===== config.mk =====
export PLATFORM = sky130hd
export DESIGN_NAME = instr_sequencer_flat
export DESIGN_NICKNAME = d
export VERILOG_FILES = /design/src/rtl/instr_sequencer_if.sv /design/src/rtl/instr_sequencer.sv /design/src/flat_wrapper.sv
export SDC_FILE = /design/constraint.sdc
export NUM_CORES = 1
export LEC_CHECK = 0
export ABC_AREA = 1
export BUFFER_PORTS_ARGS = -buffer_cell sky130_fd_sc_hd__buf_2
export CAP_MARGIN = 20
export CORE_AREA = 5 5 141 143
export CTS_CLUSTER_DIAMETER = 200
export DETAILED_ROUTE_END_ITERATION = 8
export DIE_AREA = 0 0 146 148
export MAX_ROUTING_LAYER = met4
export PLACE_DENSITY_LB_ADDON = 0.2
export SETUP_SLACK_MARGIN = 0.1
export SLEW_MARGIN = 30
export SYNTH_ARGS = -nofsm -noshare
export SYNTH_HDL_FRONTEND = slang
export SYNTH_SLANG_ARGS = --single-unit

===== constraint.sdc =====
create_clock -name clk -period 1.6 [get_ports clk]
set_input_delay 0.24 -clock clk [delete_from_list [all_inputs] [get_ports clk]]
set_output_delay 0.24 -clock clk [all_outputs]
set_load 0.02 [all_outputs]

===== src/rtl/instr_sequencer_if.sv =====
`default_nettype none
// ============================================================================
// Module      : instr_sequencer_if
// Description : Load, control and instruction-issue bundle of instr_sequencer.
// Revision    : 1.0 - initial release
// ============================================================================
interface instr_sequencer_if #(
    parameter int ADDR_W = 4
);
    logic              load_en;
    logic [ADDR_W-1:0] load_addr;
    logic [7:0]        load_data;
    logic              start;
    logic [ADDR_W-1:0] start_addr;
    logic              stall;
    logic [7:0]        instr;
    logic              instr_valid;
    logic [ADDR_W-1:0] pc;
    logic              running;
    logic              halted;
    logic [7:0]        issue_count;

    modport master (
        output load_en, load_addr, load_data, start, start_addr, stall,
        input  instr, instr_valid, pc, running, halted, issue_count
    );

    modport slave (
        input  load_en, load_addr, load_data, start, start_addr, stall,
        output instr, instr_valid, pc, running, halted, issue_count
    );
endinterface
`default_nettype wire


===== src/rtl/instr_sequencer.sv =====
`default_nettype none
// ============================================================================
// Module      : instr_sequencer
// Description : Program memory plus fetch/issue FSM that drives a processor's
//               8-bit instruction input, padding with NOPs and stopping on HALT.
// Revision    : 1.0 - initial release
// ============================================================================
module instr_sequencer #(
    parameter int         ADDR_W  = 4,
    parameter logic [7:0] HALT_OP = 8'h13,
    parameter logic [7:0] NOP_OP  = 8'hFF
) (
    input  logic              clk,
    input  logic              rst,
    instr_sequencer_if.slave  bus
);

    localparam int              c_DEPTH  = 1 << ADDR_W;
    localparam logic [ADDR_W-1:0] c_PC_ONE = {{(ADDR_W-1){1'b0}}, 1'b1};

    typedef enum logic [1:0] {
        S_IDLE   = 2'd0,
        S_FETCH  = 2'd1,
        S_ISSUE  = 2'd2,
        S_HALTED = 2'd3
    } state_t;

    state_t            r_state;
    logic [7:0]        r_mem [c_DEPTH];
    logic [7:0]        r_instr_reg;
    logic [7:0]        r_instr;
    logic              r_instr_valid;
    logic [ADDR_W-1:0] r_pc;
    logic              r_running;
    logic              r_halted;
    logic [7:0]        r_issue_count;

    logic              w_ctrl_open;
    logic              w_load_ok;

    // Loads and starts are only honoured while nothing is executing.
    assign w_ctrl_open = (r_state == S_IDLE) || (r_state == S_HALTED);
    assign w_load_ok   = !rst && bus.load_en && w_ctrl_open;

    always_ff @(posedge clk) begin
        if (w_load_ok) begin
            r_mem[bus.load_addr] <= bus.load_data;
        end
    end

    always_ff @(posedge clk) begin
        if (rst) begin
            r_state       <= S_IDLE;
            r_pc          <= '0;
            r_instr_reg   <= NOP_OP;
            r_instr       <= NOP_OP;
            r_instr_valid <= 1'b0;
            r_running     <= 1'b0;
            r_halted      <= 1'b0;
            r_issue_count <= 8'd0;
        end else begin
            case (r_state)
                S_IDLE, S_HALTED: begin
                    if (bus.start) begin
                        r_state       <= S_FETCH;
                        r_pc          <= bus.start_addr;
                        r_issue_count <= 8'd0;
                        r_running     <= 1'b1;
                        r_halted      <= 1'b0;
                    end
                    r_instr       <= NOP_OP;
                    r_instr_valid <= 1'b0;
                end
                S_FETCH: begin
                    r_instr_reg   <= r_mem[r_pc];
                    r_instr       <= r_mem[r_pc];
                    r_instr_valid <= 1'b1;
                    r_state       <= S_ISSUE;
                end
                S_ISSUE: begin
                    if (!bus.stall) begin
                        if (r_issue_count != 8'hFF) begin
                            r_issue_count <= r_issue_count + 8'd1;
                        end
                        r_instr       <= NOP_OP;
                        r_instr_valid <= 1'b0;
                        if (r_instr_reg == HALT_OP) begin
                            r_state   <= S_HALTED;
                            r_running <= 1'b0;
                            r_halted  <= 1'b1;
                        end else begin
                            r_state <= S_FETCH;
                            r_pc    <= r_pc + c_PC_ONE;
                        end
                    end
                end
                default: begin
                    r_state <= S_IDLE;
                end
            endcase
        end
    end

    assign bus.instr       = r_instr;
    assign bus.instr_valid = r_instr_valid;
    assign bus.pc          = r_pc;
    assign bus.running     = r_running;
    assign bus.halted      = r_halted;
    assign bus.issue_count = r_issue_count;

endmodule
`default_nettype wire


===== src/flat_wrapper.sv =====
// flat-port wrapper written by rule: the top's interface ports become plain ports
module instr_sequencer_flat 
#(
    parameter int         ADDR_W  = 4,
    parameter logic [7:0] HALT_OP = 8'h13,
    parameter logic [7:0] NOP_OP  = 8'hFF
)
  (clk, rst, bus_load_en, bus_load_addr, bus_load_data, bus_start, bus_start_addr, bus_stall, bus_instr, bus_instr_valid, bus_pc, bus_running, bus_halted, bus_issue_count);
  instr_sequencer_if #(.ADDR_W(ADDR_W)) bus_i ();
  input  logic clk;
  input  logic rst;
  input wire logic [$bits(bus_i.load_en)-1:0] bus_load_en;
  input wire logic [$bits(bus_i.load_addr)-1:0] bus_load_addr;
  input wire logic [$bits(bus_i.load_data)-1:0] bus_load_data;
  input wire logic [$bits(bus_i.start)-1:0] bus_start;
  input wire logic [$bits(bus_i.start_addr)-1:0] bus_start_addr;
  input wire logic [$bits(bus_i.stall)-1:0] bus_stall;
  output wire logic [$bits(bus_i.instr)-1:0] bus_instr;
  output wire logic [$bits(bus_i.instr_valid)-1:0] bus_instr_valid;
  output wire logic [$bits(bus_i.pc)-1:0] bus_pc;
  output wire logic [$bits(bus_i.running)-1:0] bus_running;
  output wire logic [$bits(bus_i.halted)-1:0] bus_halted;
  output wire logic [$bits(bus_i.issue_count)-1:0] bus_issue_count;
  assign bus_i.load_en = bus_load_en;
  assign bus_i.load_addr = bus_load_addr;
  assign bus_i.load_data = bus_load_data;
  assign bus_i.start = bus_start;
  assign bus_i.start_addr = bus_start_addr;
  assign bus_i.stall = bus_stall;
  assign bus_instr = bus_i.instr;
  assign bus_instr_valid = bus_i.instr_valid;
  assign bus_pc = bus_i.pc;
  assign bus_running = bus_i.running;
  assign bus_halted = bus_i.halted;
  assign bus_issue_count = bus_i.issue_count;
  instr_sequencer #(.ADDR_W(ADDR_W), .HALT_OP(HALT_OP), .NOP_OP(NOP_OP)) u_core (.clk(clk), .rst(rst), .bus(bus_i));
endmodule

==> impl_metrics.ini <==
[die]
coreArea_mm2 = 0.01846
die_w_um = 146
fp.dieH_um = 148
ioPinCount = 44
initial_core_util = 0.3938
dieArea_mm2 = 0.02161
rows = 50

[sta]
max_clock_freq_ghz = 0.6090
fin_setup_tns_ps = -1505
drv_slew = 0
rsz0062_at_grt = yes
finClkSkew_ps = 9.473
setup_ws_ps = -41.96
finalSetupViolCount = 68
max_slew_margin = 0.7142
tightest_slew_ps = 427.6
finalHoldViolations = 0
fin_crit_ps = 1642
post-route-period-util = 1.026

[drt]
drt_iter0_markers = 302
wire_per_inst_um = 16.15
wl_met1_um = 7949
vias_per_cell = 4.799
met3WireLength_um = 890
wl_um = 17510
postRouteAntennaNets = 0
wl_met2_um = 8411
drc = 0
first_pass_iters = 5
vias = 5202
routed.top_layer = met4

[synth]
syn_nets = 801
synth-seq-cells = 165
synth.distinct_cells = 36
synth_warnings = 0
synth_area_per_cell_um2 = 9.377
postSynthCellCount = 775
syn-cell-area_mm2 = 0.007267
yosysSeqAreaShare = 0.6309

[cells_and_area]
regMostFlops = u_core.r_mem
antennaDiodeCount = 0
largest_reg_flops = 128
fin_nets = 865
fin_cells = 1084
utilization = 0.4847
syn2layout_area_growth_pct = 23.11
drive_gt1_frac = 0.2200
final.fill_count = 1721

[clock_tree]
cts_buffer_depth = 2
cts.sinks = 165
cts_tree = built
clockRootBuffer = clkbuf_16
cts_buffers = 17
clk_pin_slew_ps = 60
clock_latency_ps = 430
cts_max_level = 4

[setup_path]
worstPathRequired_ps = 1710
worstPathArrival_ps = 1750
critPathMaxFanout = 8
path_cells = inv_2 > ha_4 > nand2_4 > nor2_4 > buf_12 > nand3_4 > nor2_4
crit_top_cell = nor2_4
crit_type = flip-flop to flip-flop
cp-end-kind = flip-flop
critPathSlowestCell = dfxtp_2
start_kind = flip-flop
max_stage_delay_ps = 330

[placed_design]
routabilityCongestion = 0.7968
port_buffers = 43
dp_hpwl_um = 11520
dp_cells = 1046
dp_slack_ps = -147.7

[global_routing]
grt_pass1_wl_um = 27080
grt_pass1_vias = 4877
antenna_found_initial = 0
grt-ovfl-total = 0
grt_max_degree = 33
grtUsageTotal = 0.1701

[power]
totalPowerFinal_mw = 11.74
leakage_nw = 3.779
peakVddDrop_mv = 0.7447
p_per_area_mw_per_mm2 = 1312

[job]
drv_cap = 0

[status]
status = complete, but fails checks
failed_checks = setup timing

[min_path]
min_path_type = input pin to flip-flop
[worst max-delay path: cells and delay by family (launching register included)]
family                     cells  cell delay [ps]
buffers and inverters          2              170
and+or+nand+nor                4              540
adders and majority gates      1              260
DFF                            1              330
[path summary, 6_finish.rpt]
kind	startpoint	slack, ps	end	cells past startpoint
worst max-delay path	u_core.r_state[0]	-40	u_core.r_mem[2][5]	7
worst min-delay path	bus_start	160	u_core.r_state[1]	4
worst max register to register	u_core.r_state[0]	-40	u_core.r_mem[2][5]	7
worst min register to register	u_core.bus.instr_valid	460	u_core.bus.instr_valid	2
[cell families (layout without fill, tap and decap cells)]
kind of cell	Yosys count	count (layout)	synth area share
AND/OR/NAND/NOR	450	450	0.2633
AO/OA/AOI/OAI	26	26	0.02204
flip-flops	165	165	0.6309
XOR/XNOR	2	2	0.002411
buffers and inverters	127	202	0.07283
adder cells (fa/ha/maj)	5	5	0.008609
[power by group]
part / total [mW] / switching, mW / leakage, nW / internal [mW]
clock: 4.10 / 1.64 / 0.274 / 2.46
sequential: 4.90 / 0.116 / 1.46 / 4.78
combinational: 2.74 / 1.76 / 2.05 / 0.979
total: 11.7 / 3.52 / 3.78 / 8.22
[stage by stage]
stage,instance area [um^2],hold slack (ps)
2_1_floorplan,7456,338.9
3_3_place_gp,8054,447.0
3_5_place_dp,8054,448.5
4_1_cts,8718,136.5
5_1_grt,8946,166.0
6_report,8946,155.8
[cell type report]
cell class / instances / area, um^2 / share of cell area
Sequential cell: 165 / 4587 / 0.5127
Multi-Input combinational cell: 483 / 2516 / 0.2813
Clock inverter: 10 / 147.6 / 0.01650
Timing Repair Buffer: 77 / 586.8 / 0.06559
Inverter: 95 / 379.1 / 0.04238
Tap cell: 234 / 292.8 / 0.03273
Clock buffer: 20 / 436.7 / 0.04881
[synthesized netlist by cell type]
master    instances  area (um^2)
a21oi_1          14        70.07
a21oi_2           3        26.28
a21oi_4           1        16.27
a31o_2            1        8.760
and2_1            1        6.260
and3_1            1        6.260
buf_1             1        3.750
buf_2            21        105.1
buf_4             4        30.03
buf_6             1        11.26
clkbuf_1          5        18.77
clkinv_1          2        7.510
clkinv_2          1        5.000
dfxtp_1          37        740.7
edfxtp_1        128         3844
ha_1              5        62.56
inv_1            88        330.3
inv_2             3        11.26
inv_4             1        6.260
nand2_1         283         1062
nand2_2           5        31.28
nand2_4           3        33.78
nand3_1         106        530.5
nand3b_4          1        20.02
nand4_1           3        18.77
nor2_1           37        138.9
nor2_2            1        6.260
nor2_4            1        11.26
nor3_1            3        15.01
nor3b_1           1        7.510
o21ai_0           3        15.01
o21ai_1           3        15.01
o21ai_2           1        8.760
or2_2             4        25.02
xnor2_1           1        8.760
xor2_1            1        8.760
[cell usage in the layout (no fill, tap or decap), types with 5 or more instances in the layout]
cell,count
nand2_4,7
nor2_2,5
edfxtp_1,128
inv_6,5
buf_12,7
nor2_1,15
buf_2,43
nand3_1,93
nand2_1,276
a21oi_1,8
clkbuf_16,18
a21oi_2,9
nand2_2,6
dfxtp_1,35
nor2_4,19
inv_1,86
nand3_2,11
buf_4,23
[routing by layer]
| layer | GRT usage | vias to the layer above |
|---|---|---|
| met5 | - | - |
| met4 | 0.04374 | 0 |
| met3 | 0.03709 | 21 |
| met2 | 0.2696 | 125 |
| met1 | 0.2243 | 2426 |
| li1 | - | 2630 |
[timing repair]
item | CTS | global route
setup endpoints to repair | 140 | 160
buffers inserted | 4 | 3
hold buffers | 0 | 0
pin swaps | 13 | 11
gates resized for setup | 12 | 39
gates cloned | 0 | 1
No activity file was read; power rests on OpenSTA's default activity.
